$ cat src/rtl/dcache_pkg.sv
// Shared widths, state encoding and address-field helpers for the direct-mapped data cache.
package dcache_pkg;

  localparam int ADDR_W   = 8;
  localparam int INDEX_W  = 3;
  localparam int OFFSET_W = 2;
  localparam int TAG_W    = ADDR_W - INDEX_W - OFFSET_W;
  localparam int LINES    = 1 << INDEX_W;
  localparam int BLOCK_W  = 8 << OFFSET_W;
  localparam int MADDR_W  = TAG_W + INDEX_W;

  typedef enum logic [1:0] {
    S_IDLE      = 2'd0,
    S_WRITEBACK = 2'd1,
    S_FETCH     = 2'd2,
    S_UPDATE    = 2'd3
  } state_e;

  typedef logic [TAG_W-1:0]    tag_t;
  typedef logic [INDEX_W-1:0]  index_t;
  typedef logic [OFFSET_W-1:0] offset_t;
  typedef logic [BLOCK_W-1:0]  block_t;

  function automatic tag_t addr_tag(input logic [ADDR_W-1:0] a);
    return a[ADDR_W-1 -: TAG_W];
  endfunction

  function automatic index_t addr_index(input logic [ADDR_W-1:0] a);
    return a[OFFSET_W +: INDEX_W];
  endfunction

  function automatic offset_t addr_offset(input logic [ADDR_W-1:0] a);
    return a[OFFSET_W-1:0];
  endfunction

endpackage

$ cat src/rtl/dcache_store.sv
// Line storage: valid/dirty flags (async cleared), tags and data blocks with one
// combinational read port, a byte-write port (cpu store hit) and a block-write port (refill).
module dcache_store
  import dcache_pkg::*;
(
  input  logic    clk,
  input  logic    rst_n,
  input  index_t  rd_index_i,
  output logic    rd_valid_o,
  output logic    rd_dirty_o,
  output tag_t    rd_tag_o,
  output block_t  rd_line_o,
  input  logic    byte_we_i,
  input  index_t  byte_index_i,
  input  offset_t byte_offset_i,
  input  logic [7:0] byte_data_i,
  input  logic    blk_we_i,
  input  index_t  blk_index_i,
  input  tag_t    blk_tag_i,
  input  block_t  blk_data_i
);

  logic [LINES-1:0] valid_q;
  logic [LINES-1:0] dirty_q;
  tag_t             tag_q  [LINES];
  block_t           data_q [LINES];

  // NOTE: state registers use non-blocking assignments so every flop samples pre-edge values.
  always_ff @(posedge clk or negedge rst_n) begin
    if (!rst_n) begin
      valid_q <= '0;
      dirty_q <= '0;
    end else begin
      if (blk_we_i) begin
        valid_q[blk_index_i] <= 1'b1;
        dirty_q[blk_index_i] <= 1'b0;
      end
      if (byte_we_i) dirty_q[byte_index_i] <= 1'b1;
    end
  end

  // NOTE: tag/data arrays are not reset; valid_q qualifies every use, so they can map to RAM.
  always_ff @(posedge clk) begin
    if (blk_we_i) begin
      tag_q[blk_index_i]  <= blk_tag_i;
      data_q[blk_index_i] <= blk_data_i;
    end
    if (byte_we_i) data_q[byte_index_i][{byte_offset_i, 3'b000} +: 8] <= byte_data_i;
  end

  assign rd_valid_o = valid_q[rd_index_i];
  assign rd_dirty_o = dirty_q[rd_index_i];
  assign rd_tag_o   = tag_q[rd_index_i];
  assign rd_line_o  = data_q[rd_index_i];

endmodule

$ cat src/rtl/dcache.sv
// Direct-mapped write-back/write-allocate data cache: hit logic, miss FSM and the
// block handshake towards data memory. The cpu is stalled only while a miss is serviced.
module dcache
  import dcache_pkg::*;
(
  input  logic               clk,
  input  logic               rst_n,
  input  logic               read_i,
  input  logic               write_i,
  input  logic [ADDR_W-1:0]  address_i,
  input  logic [7:0]         writedata_i,
  output logic [7:0]         readdata_o,
  output logic               busywait_o,
  output logic               mem_read_o,
  output logic               mem_write_o,
  output logic [MADDR_W-1:0] mem_address_o,
  output block_t             mem_writedata_o,
  input  block_t             mem_readdata_i,
  input  logic               mem_busywait_i
);

  state_e state_q, state_d;
  tag_t   miss_tag_q, miss_tag_d;
  index_t miss_index_q, miss_index_d;
  block_t fill_q, fill_d;
  logic   armed_q, armed_d;

  logic   req, hit, idle_hit, mem_done;
  index_t rd_index;
  logic   st_valid, st_dirty;
  tag_t   st_tag;
  block_t st_line;

  assign req      = read_i | write_i;
  assign rd_index = (state_q == S_IDLE) ? addr_index(address_i) : miss_index_q;

  dcache_store u_store (
    .clk           (clk),
    .rst_n         (rst_n),
    .rd_index_i    (rd_index),
    .rd_valid_o    (st_valid),
    .rd_dirty_o    (st_dirty),
    .rd_tag_o      (st_tag),
    .rd_line_o     (st_line),
    .byte_we_i     (idle_hit & write_i),
    .byte_index_i  (addr_index(address_i)),
    .byte_offset_i (addr_offset(address_i)),
    .byte_data_i   (writedata_i),
    .blk_we_i      (state_q == S_UPDATE),
    .blk_index_i   (miss_index_q),
    .blk_tag_i     (miss_tag_q),
    .blk_data_i    (fill_q)
  );

  assign hit        = st_valid && (st_tag == addr_tag(address_i));
  assign idle_hit   = (state_q == S_IDLE) && hit && req;
  assign busywait_o = req && !idle_hit;
  assign readdata_o = idle_hit ? st_line[{addr_offset(address_i), 3'b000} +: 8] : 8'h00;

  // The memory's busy flag is only trusted after the request has been up for one edge.
  assign mem_done = armed_q && !mem_busywait_i;

  always_comb begin
    // NOTE: every output of this block gets a default first so no latch can be inferred.
    state_d         = state_q;
    miss_tag_d      = miss_tag_q;
    miss_index_d    = miss_index_q;
    fill_d          = fill_q;
    mem_read_o      = 1'b0;
    mem_write_o     = 1'b0;
    mem_address_o   = '0;
    mem_writedata_o = '0;
    unique case (state_q)
      S_IDLE: begin
        if (req && !hit) begin
          miss_tag_d   = addr_tag(address_i);
          miss_index_d = addr_index(address_i);
          state_d      = st_dirty ? S_WRITEBACK : S_FETCH;
        end
      end
      S_WRITEBACK: begin
        mem_write_o     = 1'b1;
        mem_address_o   = {st_tag, miss_index_q};
        mem_writedata_o = st_line;
        if (mem_done) state_d = S_FETCH;
      end
      S_FETCH: begin
        mem_read_o    = 1'b1;
        mem_address_o = {miss_tag_q, miss_index_q};
        if (mem_done) begin
          fill_d  = mem_readdata_i;
          state_d = S_UPDATE;
        end
      end
      S_UPDATE: state_d = S_IDLE;
      default:  state_d = S_IDLE;
    endcase
    armed_d = ((state_q == S_WRITEBACK) || (state_q == S_FETCH)) && (state_d == state_q);
  end

  always_ff @(posedge clk or negedge rst_n) begin
    if (!rst_n) begin
      state_q      <= S_IDLE;
      miss_tag_q   <= '0;
      miss_index_q <= '0;
      fill_q       <= '0;
      armed_q      <= 1'b0;
    end else begin
      state_q      <= state_d;
      miss_tag_q   <= miss_tag_d;
      miss_index_q <= miss_index_d;
      fill_q       <= fill_d;
      armed_q      <= armed_d;
    end
  end

endmodule

$ cat config.mk
export PLATFORM = sky130hd
export DESIGN_NAME = dcache
export DESIGN_NICKNAME = d
export VERILOG_FILES = /design/src/rtl/dcache_pkg.sv /design/src/rtl/dcache_store.sv /design/src/rtl/dcache.sv
export SDC_FILE = /design/constraint.sdc
export NUM_CORES = 1
export LEC_CHECK = 0
export CAP_MARGIN = 15
export CORE_ASPECT_RATIO = 2
export CORE_UTILIZATION = 55
export DETAILED_ROUTE_END_ITERATION = 8
export PLACE_DENSITY = 0.7
export SLEW_MARGIN = 20
export SYNTH_ARGS = -nofsm -noshare
export SYNTH_HDL_FRONTEND = slang
export SYNTH_HIERARCHICAL = 1
export SYNTH_SLANG_ARGS = --single-unit
$ cat constraint.sdc
create_clock -name clk -period 5.33 [get_ports clk]
set_input_delay 0.7995 -clock clk [delete_from_list [all_inputs] [get_ports clk]]
set_output_delay 0.7995 -clock clk [all_outputs]
set_load 0.05 [all_outputs]
======== Word-level counts from Yosys, hierarchy flattened ========
Memory sizes are Yosys's and may differ from the RTL's.
Cells that the tools add are included.
word-level totals
  flip-flop bits (word level) ............. 57
  bits in latches ......................... 0
  RAM bits ................................ 280
  ROM bits ................................ 0
  input port bits ......................... 53
  output and inout port bits .............. 49
  memories kept ........................... 2
cells by class
  add/sub/neg operators ................... 1
  multiply operators ...................... 0
  div/mod/pow operators ................... 0
  $lt $le $gt $ge ......................... 5
  equality and inequality tests ........... 5
  shifts and indexed selects .............. 3
  multiplexer cells ....................... 28
  bitwise logic cells ..................... 6
  reduce and logical (&&, ||, !) cells .... 17
memory list
  name            words  bits a word  rd ports  clocked after Yosys merged registers in  write ports  line                source
  u_store.data_q  8      32           1         0                                        1            dcache_store.sv:26  block_t data_q [LINES];
  u_store.tag_q   8      3            1         0                                        1            dcache_store.sv:25  tag_t tag_q [LINES];
operators by type and width
  cell                                                                                 count
  32-bit two-way mux                                                                   4
  32-bit OR reduction                                                                  1
  8-bit by 7-bit variable shift with 32-bit output, first input constant               1
  32-bit by 6-bit variable part select with 8-bit output                               1
  8-bit by 7-bit variable part select with 32-bit output                               1
  8-bit two-way mux                                                                    3
  8-bit bitwise OR                                                                     2
  3-bit by 4-bit < comparator with 1-bit output, second input constant                 3
  6-bit case mux with 2 select lines                                                   1
  1-bit logical AND                                                                    9
  1-bit two-way mux                                                                    9
  8-bit AND                                                                            1
  2-bit two-way mux                                                                    4
  8-bit NOT                                                                            1
  2-bit case mux with 4 select lines                                                   1
  5-bit negator with 7-bit output                                                      1
  1-bit binary-select mux with 3-bit select                                            2
  1-bit demux with 3-bit select                                                        2
  3-bit by 1-bit greater-or-equal comparator with 1-bit output, second input constant  2
  3-bit two-way mux                                                                    2
  2-bit equality test, second input constant                                           2
  2-bit AND reduction                                                                  2
  3-bit equality test                                                                  1
  1-bit logical NOT                                                                    3
  other kinds (6)                                                                      6

======== Logic depth before layout (Yosys ltp) ========
Gate-level depths: netlist of run 1.
  depth after elaboration ................. 12
  depth in mapped cells ................... 16
  depth with buffers taken out ............ 11

======== Cells and area by module ========
The synthesis of run 1 kept the hierarchy.
by module, submodules not included
  module        instances  cells an instance  area an instance (um^2)  seq. area each (um^2)
  dcache_store  1          890                15262.1                  8808.4
  dcache        1          192                2338.5                   1026.0

======== Worst setup path after synthesis of run 1 ========
No wires, ideal clock.
  path kind ............................... reg-to-output
  start ................................... reg state_q[0]
  end ..................................... out readdata_o[0]
  arrival ................................. 3.642 ns
  data required time ...................... 4.530 ns
  path slack .............................. 0.888 ns
  cell stages (with the launch flop) ...... 13
  buffers on the path ..................... 3
  cells stage by stage .................... dfrtp_1 > inv_1 > ha_1 > mux2_2 > buf_4 > buf_6 > mux4_2 > mux2_2 > xnor2_1 > and4_1 > buf_6 > nand3b_1 > nor2b_1
on the way
  word-level cells in the longest chain between the ends .. 8
  elaborated cells between the ends (all ways) .. 12
RTL lines
  element                          line           source
  from (decl)                      dcache.sv:22   state_e state_q, state_d;
  from (signal assigned)           dcache.sv:109  state_q <= state_d;
  2-bit logical NOT                dcache.sv:35   assign rd_index = (state_q == S_IDLE) ? addr_index(address_i) : miss_index_q;
  3-bit two-way mux                dcache.sv:35
  net rd_index[0]                  dcache.sv:29   index_t rd_index;
  memory read 8 x 3 bit            -
  net st_tag[0]                    dcache.sv:31   tag_t st_tag;
  3-bit equality test              dcache.sv:55   assign hit = st_valid && (st_tag == addr_tag(address_i));
  1-bit logical AND                dcache.sv:55
  1-bit logical AND (2 in series)  dcache.sv:56   assign idle_hit = (state_q == S_IDLE) && hit && req;
  8-bit two-way mux                dcache.sv:58   assign readdata_o = idle_hit ? st_line[{addr_offset(address_i), 3'b000} +: 8] : 8'h00;
  to (decl)                        dcache.sv:12   output logic [7:0] readdata_o,
The timed path passes the listed nets, and every way through them passes these cells. The select of a mux whose other input is x is not followed.

======== Final worst setup path of run 1 ========
  start ................................... reg state_q[0]
  end ..................................... out readdata_o[7]
on the way
  elaborated cells between the ends (all ways) .. 12
RTL lines
  element                                                 line          source
  2-bit logical NOT                                       dcache.sv:35
  3-bit two-way mux                                       dcache.sv:35
  net rd_index[0]                                         dcache.sv:29
  memory read 8 x 32 bit                                  -
  net st_line[31]                                         dcache.sv:32  block_t st_line;
  32-bit by 6-bit variable part select with 8-bit output  dcache.sv:58
  8-bit two-way mux                                       dcache.sv:58
The timed path passes the listed nets, and every way through them passes these cells. The select of a mux whose other input is x is not followed.

==> out/results.ini, run 1 <==
[global_routing]
grt_max_degree = 43
antenna_found_initial = 1
grt_pass1_wl_um = 70800
grt-ovfl-total = 0
grtUsageTotal_pct = 30.5
grt_pass1_vias = 10900

[synth]
synthFlopType = edfxtp_1
netlist_area_mm2 = 0.0176
ys_seq_elements = 337
synth_top_family_by_area = multiplexers
syn_inst = 1082
synthMuxAreaShare_pct = 31.9
synth_fa_ha_area_share_pct = 0.711
syn-num-nets = 1145
synth_warnings = 6
ys_types = 57
synth-simple-area-share_pct = 6.95
synth-xor-area-share_pct = 0.149
ys_async_sr_fraction_pct = 16.9
synth.avg_cell_area_um2 = 16.3
synth_edf_count = 280
yosysSeqAreaShare_pct = 55.9
synth_compound_area_share_pct = 1.93

[clock_network]
cts_hold_buf = 0
clock_latency_ps = 590
cts-root-buf = clkbuf_16
clk_pin_slew_ps = 70
postCtsSetupRepairBufs = 0
cts_tree = built
cts.sinks = 337
clock_tree.buffer_depth = 3
htree_levels = 1
cts_buffers = 31

[critical_path]
path_buf_inv = 4
crit_type = register to primary output
slowest_delay_ps = 570
path_depth = 10
crit_fanout = 14
cpLargestDelayFamily = multiplexers
worstPathRequired_ps = 4530
cp-start-kind = register
slowest_stage = mux4_2
cp_common_cell = mux4_2
cp.arrival_ps = 4270
cp-end-kind = primary output
crit_chain = inv_1 > ha_2 > mux2_4 > buf_4 > buf_6 > mux4_2 > mux2_2 > mux4_2 > nor2b_1 > buf_12
ff2ff_path_depth = 11

[drt]
wl_met2_um = 26700
via_per_inst = 6.18
antenna_left = 0
wl_per_cell_um = 29.1
top_layer = met4
dr.pass1.iters = 6
drt_iter0_drc = 904
vias = 10100
wl_met1_um = 16800
route.detailed.drc = 0
totalWireLength_um = 47500
wl_met3_um = 2480

[layout]
fill_cells = 2429
drive_gt1_share_pct = 49.7
postLayoutCellArea_mm2 = 0.0203
most-common-layout-cells = 332 x mux2_2, 280 x edfxtp_1, 82 x mux4_2
final_common_cell = mux2_2
syn_to_final_growth_pct = 15.2
finalNetCount = 1248

[timing]
finalSetupTns_ps = 0
finalMaxSlewViolations = 0
fin_crit_ps = 5070
period_share_pct = 95.1
setup_ws_ps = 264
timing.fmax_mhz = 197
whs_ps = 272
rsz0062_at_grt = false
slew_headroom_pct = 33.4
finalClockSkew_ps = 22.6
setup_viol = 0
hold_viol = 0
tightest_slew_ps = 1000

[floorplanning]
die_h_um = 255
dieArea_mm2 = 0.0328
initial_core_util_pct = 55.8
coreArea_mm2 = 0.0315
die_w_um = 128
std_cell_rows = 92
pin_count = 102

[place]
hpwl_um = 33000
gp_congestion = 0.912
dpl_worst_slack_ps = 472
port-buffer-count = 101
placed_cell_area_mm2 = 0.0192

[min_path]
holdCritPathClass = input pin to asynchronous set/reset pin

[pwr]
leakage_nw = 7.13
vdd_drop_max_v = 0.000356
power_density_mw_per_mm2 = 526

[job]
cap_violations = 0

[outcome]
status = finished clean

## cell type report
cell class                      count  area [µm²]  area share, %
Clock inverter                     23         292           1.44
Timing Repair Buffer              148        1420           6.99
Multi-Input combinational cell    653        7340           36.2
Inverter                           14        52.6          0.259
Sequential cell                   337        9830           48.5
Tap cell                          423         529           2.61
Clock buffer                       35         801           3.95
Antenna cell                        1        2.50         0.0123
## state kept, by name, summed over array words and instances, names as in the netlist, 2 cells and up
| name | cells |
|---|---|
| u_store/valid_q | 8 |
| u_store/data_q | 256 |
| miss_index_q | 3 |
| miss_tag_q | 3 |
| fill_q | 32 |
| u_store/dirty_q | 8 |
| state_q | 2 |
| u_store/tag_q | 24 |
## per-layer routing
metal	vias to the layer above	GRT usage (%)
met5	-	0
met4	0	11.0
met3	75	3.47
met2	360	57.3
met1	5255	35.3
li1	4408	-
## synthesized netlist by cell type (2+ instances only)
| cell type | count | area share [%] |
|---|---|---|
| a21oi_1 | 3 | 0.085 |
| a22oi_1 | 3 | 0.13 |
| a31oi_1 | 2 | 0.071 |
| a32o_1 | 4 | 0.23 |
| and2_0 | 8 | 0.28 |
| and2_1 | 55 | 2.0 |
| and3b_1 | 4 | 0.20 |
| buf_1 | 6 | 0.13 |
| buf_2 | 15 | 0.43 |
| buf_4 | 5 | 0.21 |
| buf_6 | 8 | 0.51 |
| clkbuf_1 | 44 | 0.94 |
| dfrtp_1 | 57 | 8.1 |
| edfxtp_1 | 280 | 48 |
| ha_1 | 10 | 0.71 |
| inv_1 | 14 | 0.30 |
| mux2_2 | 334 | 21 |
| mux4_2 | 82 | 10 |
| nand2_1 | 10 | 0.21 |
| nand2b_1 | 11 | 0.39 |
| nand3_4 | 3 | 0.30 |
| nand3b_1 | 2 | 0.085 |
| nand3b_4 | 4 | 0.45 |
| nand4b_1 | 3 | 0.15 |
| nor2_1 | 3 | 0.064 |
| nor2_2 | 23 | 0.82 |
| nor2_4 | 6 | 0.38 |
| nor2b_1 | 14 | 0.50 |
| nor3_1 | 2 | 0.057 |
| o211ai_1 | 2 | 0.085 |
| o21a_1 | 2 | 0.085 |
| o21ai_0 | 34 | 0.97 |
| or3_1 | 2 | 0.071 |
| or3b_2 | 2 | 0.10 |
| xnor2_1 | 3 | 0.15 |
## where the power goes
group          internal (mW)  switching [mW]
combinational           2.26            2.06
clock                   1.38            1.02
sequential              3.52           0.428
## logic make-up (layout without fill, tap and decap cells)
family | after synthesis | after routing
simple gates | 168 | 168
other cells | 0 | 1
compound gates | 56 | 56
xor+xnor | 3 | 3
fa+ha+maj | 10 | 10
mux | 416 | 416
buf+inv | 92 | 220
flops | 337 | 337
## path summary, 6_finish.rpt
path / start / endpoint / slack, ps
worst max-delay path: state_q[0] / readdata_o[7] / 260
worst min-delay path: rst_n / fill_q[26] / 270
worst max register to register: state_q[0] / u_store/data_q[7][27] / 790
worst min register to register: u_store/valid_q[2] / u_store/valid_q[2] / 470
max in group asynchronous: rst_n / fill_q[27] / 3970
min in group clk: u_store/valid_q[2] / u_store/valid_q[2] / 470
## metrics by stage
stage | util (%) | power, mW | std cells
final | 64.3 | 10.7 | 1634
after detailed placement | 60.8 | 8.31 | 1575
after floorplan | - | 7.04 | 1082
after global placement | 60.8 | 8.22 | 1575
after CTS | 64.2 | 10.7 | 1633
after global routing | 64.3 | 11.1 | 1633
## worst register-to-register path, cell delays in order, from the launching register on
cell and delay, ps:
dfrtp_1 450, inv_1 220, ha_2 330, mux2_4 410
mux4_2 450, mux2_2 300, xnor2_1 160, and4_1 230
and3_2 490, nand3_4 260, nor2_2 580, mux2_2 410
## timing repair
item,CTS,global route
hold endpoints to repair,0,0
setup endpoints to repair,0,5
gates resized for setup,0,2
Note: power is estimated with default switching activity, not from simulation.
==> run 2, diff against run 1 <==
- REMOVE_ABC_BUFFERS: unset -> 1
==> run 2 against run 1 <==
  * Maximum frequency down 0.59%
  * Combinational power about the same
  * Sequential share of layout area up 0.17 points
  * Clock power down 6%
  * Utilization down 0.23 points
  * Total power down 1.7%
  * Sequential power about the same
  * Largest power group unchanged
  * First-iteration DRC count down 41%
  * Via count down 0.55%
==> out/results.ini, run 2 (synthesis gave the netlist of run 1 again) <==
[pwr]
power_density_mw_per_mm2 = 520
leakage_nw = 7.09
vdd_drop_max_v = 0.000393

[critical_path]
crit_type = register to primary output
cp.arrival_ps = 4300
cp-end-kind = primary output
crit_fanout = 8
cp-start-kind = register
worstPathRequired_ps = 4530

[timing]
timing.fmax_mhz = 196
finalMaxSlewViolations = 0
tightest_slew_ps = 1070
period_share_pct = 95.6
hold_viol = 0
slew_headroom_pct = 28.3
finalClockSkew_ps = 21.2
rsz0062_at_grt = false
setup_ws_ps = 233
fin_crit_ps = 5100
setup_viol = 0

[place]
place_inst = 1573
placed_cell_area_mm2 = 0.0192
port-buffer-count = 101
dpl_worst_slack_ps = 493
hpwl_um = 31500
gp_congestion = 0.812

[layout]
largestRegisters = u_store/data_q (256), fill_q (32), u_store/tag_q (24)
postLayoutCellArea_mm2 = 0.0202
syn_to_final_growth_pct = 14.8
regMostFlops = u_store/data_q
multi_input_area_mm2 = 0.00733
fin_cells = 1631
fill_cells = 2378
drive_gt1_share_pct = 49.2
antenna_cells = 0
final_common_cell = mux2_2
most-common-layout-cells = 332 x mux2_2, 280 x edfxtp_1, 82 x mux4_2
finalNetCount = 1246
seq_area_mm2 = 0.00983
largest_reg_flops = 256

[floorplanning]
dieArea_mm2 = 0.0328
pin_count = 102
std_cell_rows = 92
initial_core_util_pct = 55.8
die_w_um = 128
coreArea_mm2 = 0.0315
die_h_um = 255

[drt]
dr.pass1.iters = 4
drt_iter0_drc = 536
wl_per_cell_um = 28.1
totalWireLength_um = 45800
vias = 10000
via_per_inst = 6.16
route.detailed.drc = 0
antenna_left = 0

[clock_network]
cts_hold_buf = 0
clock_latency_ps = 580
cts_tree = built
cts_buffers = 31
postCtsSetupRepairBufs = 0
htree_levels = 1
cts.sinks = 337
post_cts_resized = 0
cts-root-buf = clkbuf_16
clock_tree.buffer_depth = 3
clk_pin_slew_ps = 60

[global_routing]
antenna_found_initial = 0
grt-ovfl-total = 0
grt_pass1_wl_um = 67700
grtUsageTotal_pct = 29.0
grt_max_degree = 52
grt_pass1_vias = 10700

[job]
cap_violations = 0

[outcome]
status = finished clean

[min_path]
holdCritPathClass = input pin to asynchronous set/reset pin

-- run 2: changes by cell type in the layout (fill, tap and decap cells not counted), moves of 2 or more --
cell       delta
inv_6         -2
buf_12        +2
buf_4         -3
bufinv_16     -3
clkbuf_1      +5
clkbuf_8      +3
-- run 2: stage by stage --
stage	hold WS, ps	TNS (ps)	utilization, %	power, mW
detailed placement	450	0	60.8	8.31
finish	177	0	64.0	10.5
global route	193	0	64.0	10.9
floorplan	429	-121820	-	6.94
CTS	170	0	64.0	10.6
global placement	445	0	60.8	8.22
-- run 2: metal layers --
layer / global-route usage, % / share of wire, %
met4: 15.3 / 5.3
met1: 32.5 / 35
met3: 2.51 / 4.2
met2: 54.2 / 55
met5: 0 / 0
-- run 2: path summary, 6_finish.rpt --
kind	cells after the start	from	slack [ps]	endpoint
setup / recovery	12	state_q[0]	230	readdata_o[2]
hold / removal	1	rst_n	180	fill_q[29]
setup reg to reg	11	state_q[0]	640	u_store/data_q[0][9]
hold reg to reg	1	u_store/valid_q[5]	470	u_store/valid_q[5]
max in group asynchronous	2	rst_n	4080	u_store/valid_q[3]
min in group clk	1	u_store/valid_q[5]	470	u_store/valid_q[5]
-- run 2: where the power goes --
part | internal, mW | switching (mW)
Combinational | 2.27 | 2.02
Clock | 1.28 | 0.986
Sequential | 3.52 | 0.422
-- run 2: critical path: stages, from the launching register on --
cell,delay (ps)
dfrtp_1,440
inv_1,210
ha_1,390
mux2_4,440
mux4_2,450
mux2_2,300
xnor2_1,210
and4_1,260
buf_4,180
nand3b_1,80
buf_4,200
nor2b_1,370
buf_12,200
-- run 2: layout make-up --
class                      count  share of cell area (%)
sequential                   337                    48.7
multi-input combinational    653                    36.3
timing repair buffer         146                    7.05
clock buffer                  43                    4.26
tap                          423                    2.62
clock inverter                15                   0.811
inverter                      14                   0.260
